## src/rtl/riscv_bus_pkg.sv

```systemverilog
// Shared types for the fetch/data bus arbiter: master identity and the
// request field bundle presented to the slave port.
package riscv_bus_pkg;

    localparam int BUS_ADDR_W = 32;
    localparam int BUS_DATA_W = 32;

    typedef enum logic {
        OWNER_IF = 1'b0,
        OWNER_DM = 1'b1
    } owner_e;

    typedef struct packed {
        logic                    we;
        logic [BUS_DATA_W/8-1:0] be;
        logic [BUS_ADDR_W-1:0]   addr;
        logic [BUS_DATA_W-1:0]   wdata;
    } bus_req_t;

    function automatic owner_e otherOwner(input owner_e owner);
        return (owner == OWNER_IF) ? OWNER_DM : OWNER_IF;
    endfunction

endpackage

```

## src/rtl/riscv_owner_fifo.sv

```systemverilog
// Small in-order FIFO of owner IDs, one entry per granted-but-unanswered
// bus transaction. Any depth >= 1 is supported; pointers wrap at DEPTH.
module riscv_owner_fifo
    import riscv_bus_pkg::*;
#(
    parameter int DEPTH = 2,
    parameter int CNT_W = $clog2(DEPTH + 1)
) (
    input  logic             clk,
    input  logic             rst,
    input  logic             push,
    input  owner_e           pushOwner,
    input  logic             pop,
    output owner_e           headOwner,
    output logic [CNT_W-1:0] count,
    output logic             full,
    output logic             empty
);

    localparam int PTR_W = (DEPTH > 1) ? $clog2(DEPTH) : 1;

    logic [PTR_W-1:0] wrPtr;
    logic [PTR_W-1:0] rdPtr;
    owner_e           mem [DEPTH];
    logic [DEPTH-1:0] wrEn;
    logic             doPush;
    logic             doPop;

    function automatic logic [PTR_W-1:0] nextPtr(input logic [PTR_W-1:0] ptr);
        return (ptr == PTR_W'(DEPTH - 1)) ? '0 : ptr + 1'b1;
    endfunction

    assign full   = (count == CNT_W'(DEPTH));
    assign empty  = (count == '0);
    assign doPop  = pop & ~empty;
    // A pop frees the slot this cycle, so a push into a full FIFO is legal then.
    assign doPush = push & (~full | doPop);

    genvar gi;
    generate
        for (gi = 0; gi < DEPTH; gi++) begin : g_wr_en
            assign wrEn[gi] = doPush & (wrPtr == PTR_W'(gi));
        end
    endgenerate

    always_ff @(posedge clk or posedge rst) begin
        if (rst) begin
            for (int i = 0; i < DEPTH; i++) begin
                mem[i] <= OWNER_IF;
            end
        end else begin
            for (int i = 0; i < DEPTH; i++) begin
                if (wrEn[i]) begin
                    mem[i] <= pushOwner;
                end
            end
        end
    end

    always_ff @(posedge clk or posedge rst) begin
        if (rst) begin
            wrPtr <= '0;
            rdPtr <= '0;
            count <= '0;
        end else begin
            if (doPush) begin
                wrPtr <= nextPtr(wrPtr);
            end
            if (doPop) begin
                rdPtr <= nextPtr(rdPtr);
            end
            case ({doPush, doPop})
                2'b10:   count <= count + 1'b1;
                2'b01:   count <= count - 1'b1;
                default: count <= count;
            endcase
        end
    end

    assign headOwner = mem[rdPtr];

endmodule

```

## src/rtl/riscv_bus_arbiter.sv

```systemverilog
// Shares one slave port between the fetch and data masters: per-request
// arbitration with a hold-until-granted lock, and in-order response routing.
module riscv_bus_arbiter
    import riscv_bus_pkg::*;
#(
    parameter int ADDR_W          = 32,
    parameter int DATA_W          = 32,
    parameter int MAX_OUTSTANDING = 2,
    parameter int DATA_PRIO       = 1
) (
    input  logic                clk,
    input  logic                rst,
    input  logic                i_if_req,
    input  logic [ADDR_W-1:0]   i_if_addr,
    output logic                o_if_gnt,
    output logic                o_if_rvalid,
    output logic [DATA_W-1:0]   o_if_rdata,
    input  logic                i_dm_req,
    input  logic                i_dm_we,
    input  logic [DATA_W/8-1:0] i_dm_be,
    input  logic [ADDR_W-1:0]   i_dm_addr,
    input  logic [DATA_W-1:0]   i_dm_wdata,
    output logic                o_dm_gnt,
    output logic                o_dm_rvalid,
    output logic [DATA_W-1:0]   o_dm_rdata,
    output logic                o_bus_req,
    output logic                o_bus_we,
    output logic [DATA_W/8-1:0] o_bus_be,
    output logic [ADDR_W-1:0]   o_bus_addr,
    output logic [DATA_W-1:0]   o_bus_wdata,
    input  logic                i_bus_gnt,
    input  logic                i_bus_rvalid,
    input  logic [DATA_W-1:0]   i_bus_rdata,
    output logic                o_proto_err
);

    localparam int CNT_W = $clog2(MAX_OUTSTANDING + 1);

    owner_e           selOwner;
    owner_e           lockOwnerReg;
    owner_e           lastOwnerReg;
    owner_e           headOwner;
    logic             lockReg;
    logic             errReg;
    logic             selReq;
    logic             busGrant;
    logic             respPop;
    logic [CNT_W-1:0] fifoCount;
    logic             fifoFull;
    logic             fifoEmpty;
    logic             unusedFifoFull;

    assign unusedFifoFull = fifoFull;

    always_comb begin
        selOwner = OWNER_IF;
        if (lockReg) begin
            selOwner = lockOwnerReg;
        end else if (DATA_PRIO != 0) begin
            selOwner = i_dm_req ? OWNER_DM : OWNER_IF;
        end else if (i_dm_req && i_if_req) begin
            selOwner = otherOwner(lastOwnerReg);
        end else begin
            selOwner = i_dm_req ? OWNER_DM : OWNER_IF;
        end
    end

    assign selReq = (selOwner == OWNER_DM) ? i_dm_req : i_if_req;

    // Registered count only: a response popping this cycle does not reopen the port until next cycle.
    assign o_bus_req = selReq & (fifoCount < CNT_W'(MAX_OUTSTANDING)) & ~rst;
    assign busGrant  = o_bus_req & i_bus_gnt;
    assign o_if_gnt  = busGrant & (selOwner == OWNER_IF);
    assign o_dm_gnt  = busGrant & (selOwner == OWNER_DM);

    always_comb begin
        o_bus_we    = 1'b0;
        o_bus_be    = '1;
        o_bus_addr  = i_if_addr;
        o_bus_wdata = '0;
        if (selOwner == OWNER_DM) begin
            o_bus_we    = i_dm_we;
            o_bus_be    = i_dm_be;
            o_bus_addr  = i_dm_addr;
            o_bus_wdata = i_dm_wdata;
        end
    end

    assign respPop     = i_bus_rvalid & ~fifoEmpty & ~rst;
    assign o_if_rvalid = respPop & (headOwner == OWNER_IF);
    assign o_dm_rvalid = respPop & (headOwner == OWNER_DM);
    assign o_if_rdata  = i_bus_rdata;
    assign o_dm_rdata  = i_bus_rdata;
    assign o_proto_err = errReg;

    always_ff @(posedge clk or posedge rst) begin
        if (rst) begin
            lockReg      <= 1'b0;
            lockOwnerReg <= OWNER_IF;
            lastOwnerReg <= OWNER_IF;
            errReg       <= 1'b0;
        end else begin
            // A refused request pins the selection so its fields stay stable.
            if (o_bus_req && !i_bus_gnt) begin
                lockReg      <= 1'b1;
                lockOwnerReg <= selOwner;
            end else if (busGrant) begin
                lockReg <= 1'b0;
            end
            if (busGrant) begin
                lastOwnerReg <= selOwner;
            end
            if (i_bus_rvalid && fifoEmpty) begin
                errReg <= 1'b1;
            end
        end
    end

    riscv_owner_fifo #(
        .DEPTH (MAX_OUTSTANDING),
        .CNT_W (CNT_W)
    ) u_owner_fifo (
        .clk       (clk),
        .rst       (rst),
        .push      (busGrant),
        .pushOwner (selOwner),
        .pop       (respPop),
        .headOwner (headOwner),
        .count     (fifoCount),
        .full      (fifoFull),
        .empty     (fifoEmpty)
    );

endmodule

```

## config.mk

```make
export PLATFORM = sky130hd
export DESIGN_NAME = riscv_bus_arbiter
export DESIGN_NICKNAME = d
export VERILOG_FILES = /design/src/rtl/riscv_bus_pkg.sv /design/src/rtl/riscv_owner_fifo.sv /design/src/rtl/riscv_bus_arbiter.sv
export SDC_FILE = /design/constraint.sdc
export NUM_CORES = 1
export LEC_CHECK = 0
export ABC_AREA = 1
export CAP_MARGIN = 20
export CELL_PAD_IN_SITES_DETAIL_PLACEMENT = 0
export CELL_PAD_IN_SITES_GLOBAL_PLACEMENT = 1
export CORE_MARGIN = 8
export CORE_UTILIZATION = 11
export DETAILED_ROUTE_END_ITERATION = 8
export GPL_TIMING_DRIVEN = 0
export PLACE_DENSITY_LB_ADDON = 0.12
export SYNTH_ARGS = -nofsm -noshare
export SYNTH_HDL_FRONTEND = slang
export SYNTH_SLANG_ARGS = --single-unit
```

## constraint.sdc

```tcl
create_clock -name clk -period 1.7 [get_ports clk]
set_input_delay 0.425 -clock clk [delete_from_list [all_inputs] [get_ports clk]]
set_output_delay 0.425 -clock clk [all_outputs]
set_load 0.01 [all_outputs]
```

==> flow_metrics.env <==
export IMPL_outcome="finished with violations"
export IMPL_violations="setup timing"
export IMPL_io_pins=278
export IMPL_grt_pass1_vias=2608
export IMPL_syn_to_final_growth_pct=198
export IMPL_cts_inserted_buffers=3
export IMPL_ant_nets=0
export IMPL_clock_sinks=9
export IMPL_critPathMaxStageDelay_ps=400
export IMPL_grt_max_degree=11
export IMPL_first_iter_violations=29
export IMPL_final_util_pct=33.2
export IMPL_grtUsageTotal_pct=9.74
export IMPL_hold_buffers=0
export IMPL_nNetsFinal=714
export IMPL_clk_path_buf_depth=2
export IMPL_maxCapViolCount=0
export IMPL_cp_required_ps=1270
export IMPL_syn_nets=441
export IMPL_core_area_um2=15000
export IMPL_seq_area_frac_synth_pct=13.4
export IMPL_post_drt_wl_per_cell_um=14.0
export IMPL_drtPass1Iterations=4
export IMPL_arrival_ps=1490
export IMPL_stdcell_count=761
export IMPL_max_freq_mhz=521
export IMPL_cp_buffers_inverters=5
export IMPL_tns_ps=-10840
export IMPL_syn_avg_cell_area_um2=5.57
export IMPL_fp_dieArea_um2=19400
export IMPL_ir_worst_vdd_mv=0.398
export IMPL_start_util_pct=11.1
export IMPL_gp_congestion=0.716
export IMPL_synthCells=301
export IMPL_die_x_um=139
export IMPL_slowest_stage="dfrtp_1"
export IMPL_hold_viol=0
export IMPL_die_y_um=139
export IMPL_critPathLaunch="lockReg"
export IMPL_preCtsSetupSlack_ps=-1100
export IMPL_p_per_area_nw_per_um2=1030
export IMPL_timing_slew_headroom_pct=80.4
export IMPL_dp_hpwl_um=8970
export IMPL_fin_ws_ps=-218
export IMPL_worstSetupPathType="register to primary output"
export IMPL_insertion_delay_ps=230
export IMPL_synth_top_cell_area_share_pct=28.7
export IMPL_drc=0
export IMPL_fin_worst_skew_ps=0.952
export IMPL_design_area_um2=4990
export IMPL_synth_seq_cells=9
export IMPL_cp_end_kind="primary output"
export IMPL_vias=2626
export IMPL_clkTransAtPathRegs_ps=40
export IMPL_min_path_type="primary input to asynchronous set/reset pin"
export IMPL_start_kind="register"
export IMPL_routed_wl_um=10700
export IMPL_setup_viol=72
export IMPL_rr_startpoint="lockReg"
export IMPL_hold_worst_slack_ps=392
export IMPL_grt_pass1_wl_um=15100
export IMPL_diodes=0
export IMPL_period_share_pct=113
export IMPL_maxSlewViolCount=0
export IMPL_layout_min_cycle_time_ps=1920
export IMPL_synth_area_leader_cell="buf_4"
export IMPL_htree_levels=1
export IMPL_tightestPinTransition_ps=293
export IMPL_dp_cells=734
export IMPL_synthTopCellsByArea="buf_4, nand2_1, dfrtp_1"
export IMPL_drive_above_1_share_pct=44.0
export IMPL_cp_cell_sequence="inv_2, nand2_4, nand2_8, inv_8, buf_12, buf_12, nor2_1, buf_2"
export IMPL_worst_path_dominant_cell_family="buffers and inverters"
export IMPL_grt_remaining_overflow=0
export IMPL_portBuffers=245
export IMPL_placed_area_um2=4360
export IMPL_rows=45
export IMPL_cts_tree="built"
export IMPL_syn_area_um2=1680
export IMPL_ys_types=19
export IMPL_viasPerCell=3.45
export IMPL_leakage_nw=2.55
export IMPL_power_total_mw=5.12
export IMPL_ys_warn_count=0
export IMPL_cpMostUsedCell="buf_12"
export IMPL_antenna_found_initial=0
export IMPL_cts_root_buf="clkbuf_16"
export IMPL_grt_setup_unrepaired="yes"
export IMPL_crit_path_max_fanout=10
layout by cell type (no fill, tap or decap), drive strengths merged:
| cell type | instances |
|---|---|
| clkdlybuf4s50 | 167 |
| buf | 161 |
| nand2 | 114 |
| inv | 44 |
| nor2 | 40 |
| clkbuf | 10 |
| dfrtp | 9 |
| or2 | 4 |
| nand4 | 4 |
| clkdlybuf4s15 | 4 |
| xnor2 | 3 |
| dlygate4sd2 | 3 |
| o21ai | 3 |
| nand3 | 2 |
| a21oi | 2 |
| clkinvlp | 1 |
| a21o | 1 |
| ha | 1 |
routing by layer:
metal / share of wire (%) / global-route usage [%] / vias to the layer above / routed length (um)
li1: - / - / 1354 / -
met1: 34 / 9.20 / 1144 / 3630
met2: 57 / 20.0 / 126 / 6080
met3: 8.9 / 3.42 / 2 / 956
met4: 0.18 / 1.04 / 0 / 19
met5: 0 / 0 / - / 0
cell usage after synthesis:
library cell / n
a21o_1: 1
a21oi_1: 1
a21oi_4: 1
buf_2: 9
buf_4: 64
buf_6: 1
dfrtp_1: 9
ha_1: 1
inv_1: 43
inv_2: 1
nand2_1: 111
nand2_4: 3
nand3_1: 1
nand3_2: 1
nand4_1: 4
nor2_1: 40
o21ai_0: 3
or2_1: 4
xnor2_1: 3
area by class of cell:
| type | count | area, um2 |
|---|---|---|
| inverter | 44 | 185 |
| buffer | 74 | 639 |
| fill | 1610 | 10000 |
| tap | 188 | 235 |
| timing repair buffer | 267 | 2550 |
| sequential | 9 | 225 |
| timing repair inverter | 1 | 11.3 |
| multi-input combinational | 174 | 1060 |
| clock buffer | 4 | 78.8 |
repair_timing:
item	CTS	global route
pin swaps	11	24
cloned	0	6
setup buffers	16	2
gates resized for setup	326	138
setup endpoints to repair	76	74
sequential cells by signal (all words and copies together) (netlist names):
name	cells
u_owner_fifo.count	2
u_owner_fifo.wrPtr	1
o_proto_err	1
u_owner_fifo.mem	2
u_owner_fifo.rdPtr	1
lockReg	1
lockOwnerReg	1
power by group:
part	leakage, nW	switching (mW)	internal (mW)	total [mW]
Clock	0.0382	0.0969	0.313	0.410
Sequential	0.107	0.0835	0.310	0.393
Combinational	2.41	1.99	2.32	4.32
Total	2.55	2.17	2.94	5.12
final timing paths:
| check | to | slack [ps] | cells past startpoint |
|---|---|---|---|
| hold reg to reg | o_proto_err | 460 | 1 |
| setup reg to reg | u_owner_fifo.count[1] | 100 | 8 |
| setup / recovery | o_bus_wdata[5] | -220 | 8 |
| min in group clk | o_proto_err | 460 | 1 |
| hold / removal | u_owner_fifo.mem[1] | 390 | 3 |
| max in group asynchronous | lockReg | 1170 | 3 |
cell families after synthesis:
kind of cell	synth area share [%]
compound gates	2.61
xor+xnor	1.57
fa+ha+maj	0.747
buf+inv	41.9
flops	13.4
simple gates	39.7
worst reg2reg max path: stages (launching register included):
cell	delay (ps)
dfrtp_1	400
nand2_2	150
nand3_2	120
a21oi_4	170
nand2_4	100
ha_4	230
a21oi_1	100
o21ai_1	90
xnor2_1	120
Power figures use the tool's default switching activity.
